$ cat src/rtl/uart_tx_arbiter_if.sv
// Bundle of requester-side and UART-side byte handshakes for uart_tx_arbiter.
// The slave modport is the arbiter view; master is the system/bench view.
interface uart_tx_arbiter_if #(
    parameter int unsigned N_REQ = 3
);
    logic [N_REQ-1:0]   req;
    logic [N_REQ-1:0]   tx_en;
    logic [8*N_REQ-1:0] tx_data;
    logic [N_REQ-1:0]   tx_busy;
    logic [N_REQ-1:0]   grant;
    logic [2:0]         owner_id;
    logic               timeout;
    logic               uart_tx_en;
    logic [7:0]         uart_tx_data;
    logic               uart_tx_busy;

    modport slave (
        input  req, tx_en, tx_data, uart_tx_busy,
        output tx_busy, grant, owner_id, timeout, uart_tx_en, uart_tx_data
    );

    modport master (
        output req, tx_en, tx_data, uart_tx_busy,
        input  tx_busy, grant, owner_id, timeout, uart_tx_en, uart_tx_data
    );
endinterface

$ cat src/rtl/uart_tx_arbiter.sv
// Message-level round-robin arbiter sharing one byte-wide UART transmitter
// between N_REQ senders. Each sender sees a private en/data/busy port; a
// watchdog revokes the grant from an owner that stops sending.
module uart_tx_arbiter #(
    parameter int unsigned N_REQ   = 3,
    parameter int unsigned GUARD   = 2,
    parameter int unsigned TIMEOUT = 1024
) (
    input logic              clk,
    input logic              rst_n,
    uart_tx_arbiter_if.slave bus
);
    localparam int unsigned IdxW   = (N_REQ > 1) ? $clog2(N_REQ) : 1;
    localparam int unsigned GuardW = $clog2(GUARD + 1);
    localparam int unsigned IdleW  = (TIMEOUT > 1) ? $clog2(TIMEOUT) : 1;

    typedef enum logic [1:0] {StIdle, StOwn, StDrain} state_e;

    state_e             state_q, state_d;
    logic [N_REQ-1:0]   grant_q, grant_d;
    logic [2:0]         owner_q, owner_d;
    logic [IdxW-1:0]    rr_ptr_q, rr_ptr_d;
    logic [GuardW-1:0]  guard_cnt_q, guard_cnt_d;
    logic [IdleW-1:0]   idle_cnt_q, idle_cnt_d;
    logic               uart_en_q, uart_en_d;
    logic [7:0]         uart_data_q, uart_data_d;
    logic               timeout_q, timeout_d;

    logic [N_REQ-1:0]   tx_busy;
    logic               fwd;
    logic               owner_req;
    logic               idle_cycle;
    logic [7:0]         owner_data;
    logic [IdxW-1:0]    sel;
    logic               sel_valid;
    logic [IdxW-1:0]    owner_idx;

    assign owner_idx = owner_q[IdxW-1:0];

    // Only the owner can ever see busy low, and only once guard and UART are both idle.
    always_comb begin
        for (int unsigned i = 0; i < N_REQ; i++) begin
            tx_busy[i] = !(grant_q[i] && (state_q == StOwn) && (guard_cnt_q == '0) &&
                           !bus.uart_tx_busy);
        end
    end

    // Since non-owners are always busy, any accepted strobe belongs to the owner.
    assign fwd        = |(bus.tx_en & ~tx_busy);
    assign owner_req  = |(bus.req & grant_q);
    assign idle_cycle = (state_q == StOwn) && !fwd && (|(grant_q & ~tx_busy));

    // Owner byte mux driven by the one-hot grant.
    always_comb begin
        owner_data = '0;
        for (int unsigned i = 0; i < N_REQ; i++) begin
            if (grant_q[i]) begin
                owner_data = owner_data | bus.tx_data[8*i +: 8];
            end
        end
    end

    // Round-robin pick: first requesting index at or after rr_ptr, wrapping.
    always_comb begin
        int unsigned idx;
        idx       = 0;
        sel       = '0;
        sel_valid = 1'b0;
        for (int unsigned k = 0; k < N_REQ; k++) begin
            idx = (32'(rr_ptr_q) + k) % N_REQ;
            if (!sel_valid && bus.req[idx]) begin
                sel_valid = 1'b1;
                sel       = idx[IdxW-1:0];
            end
        end
    end

    // Next-state logic: grant lifecycle, byte forwarding, guard and watchdog counters.
    always_comb begin
        state_d     = state_q;
        grant_d     = grant_q;
        owner_d     = owner_q;
        rr_ptr_d    = rr_ptr_q;
        guard_cnt_d = (guard_cnt_q == '0) ? '0 : guard_cnt_q - 1'b1;
        idle_cnt_d  = idle_cnt_q;
        uart_en_d   = 1'b0;
        uart_data_d = uart_data_q;
        timeout_d   = 1'b0;

        case (state_q)
            StIdle: begin
                if (sel_valid) begin
                    grant_d    = N_REQ'(1) << sel;
                    owner_d    = 3'(sel);
                    idle_cnt_d = '0;
                    state_d    = StOwn;
                end
            end
            StOwn: begin
                if (fwd) begin
                    uart_en_d   = 1'b1;
                    uart_data_d = owner_data;
                    guard_cnt_d = GuardW'(GUARD);
                    idle_cnt_d  = '0;
                end else if (idle_cycle && (TIMEOUT != 0)) begin
                    idle_cnt_d = idle_cnt_q + 1'b1;
                end
                // Release wins over a coincident watchdog expiry.
                if (!owner_req) begin
                    state_d = StDrain;
                end else if ((TIMEOUT != 0) && idle_cycle &&
                             (idle_cnt_q == IdleW'(TIMEOUT - 1))) begin
                    timeout_d = 1'b1;
                    state_d   = StDrain;
                end
            end
            StDrain: begin
                if ((guard_cnt_q == '0) && !bus.uart_tx_busy) begin
                    grant_d  = '0;
                    owner_d  = '0;
                    rr_ptr_d = (owner_idx == IdxW'(N_REQ - 1)) ? '0 : owner_idx + 1'b1;
                    state_d  = StIdle;
                end
            end
            default: begin
                state_d = StIdle;
            end
        endcase
    end

    // State registers with asynchronous active-low reset.
    always_ff @(posedge clk or negedge rst_n) begin
        if (!rst_n) begin
            state_q     <= StIdle;
            grant_q     <= '0;
            owner_q     <= '0;
            rr_ptr_q    <= '0;
            guard_cnt_q <= '0;
            idle_cnt_q  <= '0;
            uart_en_q   <= 1'b0;
            uart_data_q <= '0;
            timeout_q   <= 1'b0;
        end else begin
            state_q     <= state_d;
            grant_q     <= grant_d;
            owner_q     <= owner_d;
            rr_ptr_q    <= rr_ptr_d;
            guard_cnt_q <= guard_cnt_d;
            idle_cnt_q  <= idle_cnt_d;
            uart_en_q   <= uart_en_d;
            uart_data_q <= uart_data_d;
            timeout_q   <= timeout_d;
        end
    end

    assign bus.tx_busy      = tx_busy;
    assign bus.grant        = grant_q;
    assign bus.owner_id     = owner_q;
    assign bus.timeout      = timeout_q;
    assign bus.uart_tx_en   = uart_en_q;
    assign bus.uart_tx_data = uart_data_q;
endmodule
$ cat src/flat_wrapper.sv
// flat-port wrapper written by rule: the top's interface ports become plain ports
module uart_tx_arbiter_flat 
#(
    parameter int unsigned N_REQ   = 3,
    parameter int unsigned GUARD   = 2,
    parameter int unsigned TIMEOUT = 1024
)
  (clk, rst_n, bus_req, bus_tx_en, bus_tx_data, bus_uart_tx_busy, bus_tx_busy, bus_grant, bus_owner_id, bus_timeout, bus_uart_tx_en, bus_uart_tx_data);
  uart_tx_arbiter_if #(.N_REQ(N_REQ)) bus_i ();
  input logic clk;
  input logic rst_n;
  input wire logic [$bits(bus_i.req)-1:0] bus_req;
  input wire logic [$bits(bus_i.tx_en)-1:0] bus_tx_en;
  input wire logic [$bits(bus_i.tx_data)-1:0] bus_tx_data;
  input wire logic [$bits(bus_i.uart_tx_busy)-1:0] bus_uart_tx_busy;
  output wire logic [$bits(bus_i.tx_busy)-1:0] bus_tx_busy;
  output wire logic [$bits(bus_i.grant)-1:0] bus_grant;
  output wire logic [$bits(bus_i.owner_id)-1:0] bus_owner_id;
  output wire logic [$bits(bus_i.timeout)-1:0] bus_timeout;
  output wire logic [$bits(bus_i.uart_tx_en)-1:0] bus_uart_tx_en;
  output wire logic [$bits(bus_i.uart_tx_data)-1:0] bus_uart_tx_data;
  assign bus_i.req = bus_req;
  assign bus_i.tx_en = bus_tx_en;
  assign bus_i.tx_data = bus_tx_data;
  assign bus_i.uart_tx_busy = bus_uart_tx_busy;
  assign bus_tx_busy = bus_i.tx_busy;
  assign bus_grant = bus_i.grant;
  assign bus_owner_id = bus_i.owner_id;
  assign bus_timeout = bus_i.timeout;
  assign bus_uart_tx_en = bus_i.uart_tx_en;
  assign bus_uart_tx_data = bus_i.uart_tx_data;
  uart_tx_arbiter #(.N_REQ(N_REQ), .GUARD(GUARD), .TIMEOUT(TIMEOUT)) u_core (.clk(clk), .rst_n(rst_n), .bus(bus_i));
endmodule
$ cat config.mk
export PLATFORM = sky130hd
export DESIGN_NAME = uart_tx_arbiter_flat
export DESIGN_NICKNAME = d
export VERILOG_FILES = /design/src/rtl/uart_tx_arbiter_if.sv /design/src/rtl/uart_tx_arbiter.sv /design/src/flat_wrapper.sv
export SDC_FILE = /design/constraint.sdc
export NUM_CORES = 1
export LEC_CHECK = 0
export ABC_AREA = 1
export CAP_MARGIN = 40
export CORE_ASPECT_RATIO = 0.7
export CORE_UTILIZATION = 50
export CTS_CLUSTER_SIZE = 8
export DETAILED_ROUTE_END_ITERATION = 12
export GPL_TIMING_DRIVEN = 0
export PLACE_DENSITY = 0.82
export SYNTH_ARGS = -nofsm -noshare
export SYNTH_HDL_FRONTEND = slang
export SYNTH_SLANG_ARGS = --single-unit
$ cat constraint.sdc
create_clock -name clk -period 3.1 [get_ports clk]
set_input_delay 0.775 -clock clk [delete_from_list [all_inputs] [get_ports clk]]
set_output_delay 0.775 -clock clk [all_outputs]
set_load 0.02 [all_outputs]
After elaboration in Yosys (flattened, before gate mapping). Cells that the tools add are included.

Register bits: 32. Input bits: 33. Word-level logic and storage cells: 107.

$add $sub $neg: 5. Divide/modulo/power cells: 3. Magnitude comparators: 3. Equality and inequality tests: 8. Shift-type cells: 1. Muxes and demuxes: 38. Bitwise gates (word level): 6. Reductions and logical operators: 34.

Operator list (count): $lt 32x3->1 const B (3); $mod 32x2->32 const B (2); $mod 2x2->32 const B (1); $mux 10 (3); $mux 8 (3); $mux 2 (11); $pmux 10 s2 (1); $or 8x8->8 (2); $logic_and 1x1->1 (15); $pmux 3 s2 (2); $mux 1 (11); $add 10x1->10 const B (1); $eq 10x10->1 const B (1); $and 3x3->3 (3); $mux 3 (3); $reduce_and 3->1 (3); $reduce_or 3->1 (3); $logic_not 1->1 (7); $bmux 1 s2 (3); $pmux 2 s3 (1); $eq 2x2->1 const B (2); $logic_not 2->1 (2); $ne 2x1->1 const B (2); $reduce_and 2->1 (2); 10 further kinds (11).

Longest topological paths before layout.
Depth after elaboration: 15. Depth in mapped cells: 12. Depth with buffers taken out: 12.

Worst setup path after synthesis. Ideal clock, no wire load.

Kind: input to output. Start: in bus_uart_tx_busy. End: out bus_tx_busy[1]. Data arrival time: 1.135 ns. Required time: 2.325 ns. Setup slack: 1.190 ns. Cell stages on the path: 2. Path buffers: 0. Path through: nor2_1 nand2_1.

Longest elaborated chain between the ends: 3.

Ends and longest elaborated chain: from (decl) (line flat_wrapper.sv:15) `input wire logic [$bits(bus_i.uart_tx_busy)-1:0] bus_uart_tx_busy;`; $logic_not 1->1 (line uart_tx_arbiter.sv:44) `!bus.uart_tx_busy);`; $logic_and 1x1->1 (line uart_tx_arbiter.sv:43) `tx_busy[i] = !(grant_q[i] && (state_q == StOwn) && (guard_cnt_q == '0) &&`; $logic_not 1->1 (line uart_tx_arbiter.sv:43); to (decl) (line flat_wrapper.sv:16) `output wire logic [$bits(bus_i.tx_busy)-1:0] bus_tx_busy;`.

No other way between the ends.

Worst setup path in the final report.
Start: in bus_uart_tx_busy. End: out bus_tx_busy[2].

Same word-level chain as after synthesis.

==> summary by stage <==
Clocking
The TritonCTS clock tree is built. The number of clock buffers added by TritonCTS is 5. The clock latency on the worst-skew pair is 0.27 ns. The number of H-tree levels is 2. The maximum root-to-sink buffer count is 2. After clock tree synthesis, the repair step resized 0 gates.

Buffers inserted to repair hold after CTS numbered 0. The clock drives 31 sinks. The number of post-CTS setup repair buffers is 0. The tree is rooted in a sky130_fd_sc_hd__clkbuf_8. After clock tree synthesis, the clock-pin slew on the worst setup and hold paths is 0.06 ns.

Synth
The synthesized design contains 0 enable-type register cells. The unique cell type count in the Yosys netlist is 28. Sorting the synthesized cells by area gives the leading types as sky130_fd_sc_hd__dfrtp_1, sky130_fd_sc_hd__nand2_1, sky130_fd_sc_hd__nor2_1. The most instantiated flip-flop cell in the synthesis netlist is sky130_fd_sc_hd__dfrtp_1.

Of the post-synthesis cell area, the dominant cell type holds 0.393. The most instantiated library cell after synthesis is sky130_fd_sc_hd__nand2_1. The share of async-settable or async-resettable flops after synthesis is 1.00.

In the synthesized netlist, the number of instances is 273. Ranked by instance count, the synthesized netlist is headed by sky130_fd_sc_hd__nand2_1, sky130_fd_sc_hd__nor2_1, sky130_fd_sc_hd__dfrtp_1. Averaged over all synthesized cells, the footprint is 7.22 µm². sky130_fd_sc_hd__dfrtp_1 takes more of the synthesized area than any other cell. The mapped netlist covers 1970 µm². The synthesized design contains 31 register bits. For this run, the register share of the synthesized area comes to 0.393. The count of synthesis-stage warnings from yosys is 0. The number of nets in the synthesized netlist is 311.

Power
The internal portion of the total power is 1180 µW. For this design the static power due to leakage is 0.00121 µW. Power spread over the standard cell area amounts to 843 nW/µm². The share of total power in combinational logic is 0.574.

The proportion of power drawn by the clock network is 0.142. The total design power is 2210 µW. For this design the total switching power over the nets is 1030 µW. The worst-case IR drop observed on VDD is 0.486 mV. The fraction of power spent switching nets is 0.466. Of the total power, registers draw 0.284.

Placement
Port buffering added 50 buffers. The global placement routability congestion is 0.885. The detailed placer's ending HPWL is 3520 µm.

Floorplanning
The initial core utilization is 0.540. The total number of placement rows is 18. The width of the chip is 77.1 µm.

The area of the die is 4200 µm². For this design the top-level I/O count stands at 52. The total area inside the core boundary comes to 3650 µm².

The height of the die is 54.5 µm.

Critical path
The launching element type of the critical path is a primary input. The source of the critical timing path is bus_uart_tx_busy. The worst setup path is of the in -> out kind. STA classifies the critical path endpoint as an output pin. In this run the worst path has a maximum fanout of 4. For the worst setup path, the data arrival time is 2.16 ns.

The start of the worst register-to-register path is u_core.rr_ptr_q[0]$_DFFE_PN0P_. Data on the critical path is required at its endpoint by 2.32 ns.

Timing
Across the routed clock network, the largest skew measured is 0.00523 ns. The highest clock rate is 0.341 GHz. In this run the tightest slew margin relative to its limit is 0.550. On the final layout, the worst hold slack is 0.436 ns.

The transition time of the tightest slew-check pin is 0.675 ns. The final max-slew violation count was 0. The ratio of final minimum period to clock period is 0.947. The final number of hold-violating endpoints came to 0. Setup repair after global routing left no endpoint under its margin. The time the worst path needs with I/O delays and setup is 2.93 ns. The final number of setup-violating endpoints is 0. The setup TNS is 0 ns.

Detailed routing
The count of nets left with antenna violations after detail routing is 0. The total detailed-routing wirelength is 4620 µm. The pre-antenna-repair detailed-routing pass consisted of 4 iterations. In the routed layout, each cell is associated on average with a via count of 5.03.

Summing over every cut layer, the via total after detailed routing is 1912. The routed wirelength normalized by instance count is 12.2 µm. In the routed design, unresolved DRC markers number 0.

The first routing iteration left 110 violations.

Final layout
The number of antenna diodes in the final layout is 0. The final layout net count is 368. After filler insertion, the fill cell instance count of the layout stands at 313.

The synthesis-to-finish area growth is 32.7%. In the final layout, the share of cells above drive strength 1 is 0.0939.

GRT
The via count of the first global-routing pass is 1764. Entering global routing, the biggest net connects 32 pins. The global-route total usage across every layer is 0.249. The initial antenna violation count is 0.

The global-route wire length before repair is 7980 µm. The total congestion overflow is 0.

Min path
The kind of path behind the tightest hold check is reg -> reg. The startpoint identified for the worst hold timing path is u_core.guard_cnt_q[0]$_DFF_PN0_.

Run status
The flow ran to the end, and the final reports show no timing, DRC or antenna violations.

Job
Max-cap violations in this run came to 0.
critical path: stages:
cell and delay, ns:
sky130_fd_sc_hd__clkdlybuf4s50_1 0.42, sky130_fd_sc_hd__nor2_1 0.26, sky130_fd_sc_hd__nand2_1 0.14, sky130_fd_sc_hd__clkdlybuf4s50_1 0.56
layer usage:
metal  part of all wire  up-vias  track usage
met1               0.50      865        0.353
met5                  0        -            0
li1                   -      980            -
met2               0.41       63        0.369
met3              0.078        4       0.0767
met4             0.0052        0       0.0692
cells by family after synthesis:
logic type,count (synthesis),synth area share
AO/OA/AOI/OAI,24,0.0838
XOR/XNOR,7,0.0311
adder cells (fa/ha/maj),5,0.0317
buffers and inverters,37,0.0780
flip-flops,31,0.393
other,1,0.00190
AND/OR/NAND/NOR,168,0.380
stage by stage:
stage	std cells	setup WS, ns	utilization	area [µm²]
floorplan	273	1.19	-	1970
global placement	373	0.182	0.695	2530
detailed placement	373	0.163	0.693	2530
CTS	380	0.158	0.717	2620
global route	380	0.0924	0.717	2620
finish	380	0.165	0.717	2620
cell usage in the layout, fill, tap and decap left out, drive strengths merged:
| cell type | instances |
|---|---|
| ha | 5 |
| xnor2 | 3 |
| a31oi | 1 |
| clkdlybuf4s50 | 49 |
| clkbuf | 8 |
| nand4 | 3 |
| clkinv | 1 |
| dfrtp | 31 |
| inv | 30 |
| nand3 | 22 |
| o21ai | 14 |
| nor3 | 11 |
| buf | 6 |
| a41oi | 8 |
| o21bai | 1 |
| nand2 | 94 |
| xor2 | 4 |
| nor2 | 38 |
| conb | 1 |
power by group through the flow:
stage / Combinational (µW) / Sequential [µW] / Clock (µW)
final: 1270 / 627 / 313
after global routing: 1410 / 642 / 341
after CTS: 1260 / 627 / 318
after global placement: 1230 / 625 / 0
after detailed placement: 1260 / 634 / 0
after floorplan: 744 / 718 / 0
final cells by class:
cell class | instances | area [µm²] | share of cell area
Timing Repair Buffer | 50 | 495 | 0.189
Sequential cell | 31 | 776 | 0.296
Inverter | 30 | 113 | 0.0430
Buffer | 7 | 41.3 | 0.0158
Clock buffer | 6 | 82.6 | 0.0315
Tap cell | 50 | 62.6 | 0.0239
Clock inverter | 1 | 5.00 | 0.00191
Multi-Input combinational cell | 205 | 1040 | 0.398
worst paths after layout:
kind | to | slack [ns] | cells past startpoint
worst max register to register | u_core.idle_cnt_q[8]$_DFFE_PN0P_ | 1.02 | 10
worst min-delay path | u_core.guard_cnt_q[0]$_DFF_PN0_ | 0.44 | 1
min in group asynchronous | u_core.idle_cnt_q[1]$_DFFE_PN0P_ | 0.54 | 1
worst min register to register | u_core.guard_cnt_q[0]$_DFF_PN0_ | 0.44 | 1
max in group asynchronous | u_core.idle_cnt_q[5]$_DFFE_PN0P_ | 2.13 | 1
worst max-delay path | bus_tx_busy[2] | 0.17 | 4
registers in the layout, indices dropped and copies added, names as in the netlist:
| signal | flops |
|---|---|
| u_core.bus.uart_tx_en | 1 |
| u_core.rr_ptr_q | 2 |
| u_core.state_q | 2 |
| u_core.bus.grant | 3 |
| u_core.bus.timeout | 1 |
| u_core.bus.owner_id | 2 |
| u_core.idle_cnt_q | 10 |
| u_core.bus.uart_tx_data | 8 |
| u_core.guard_cnt_q | 2 |
Note: power is estimated with default switching activity, not from simulation.
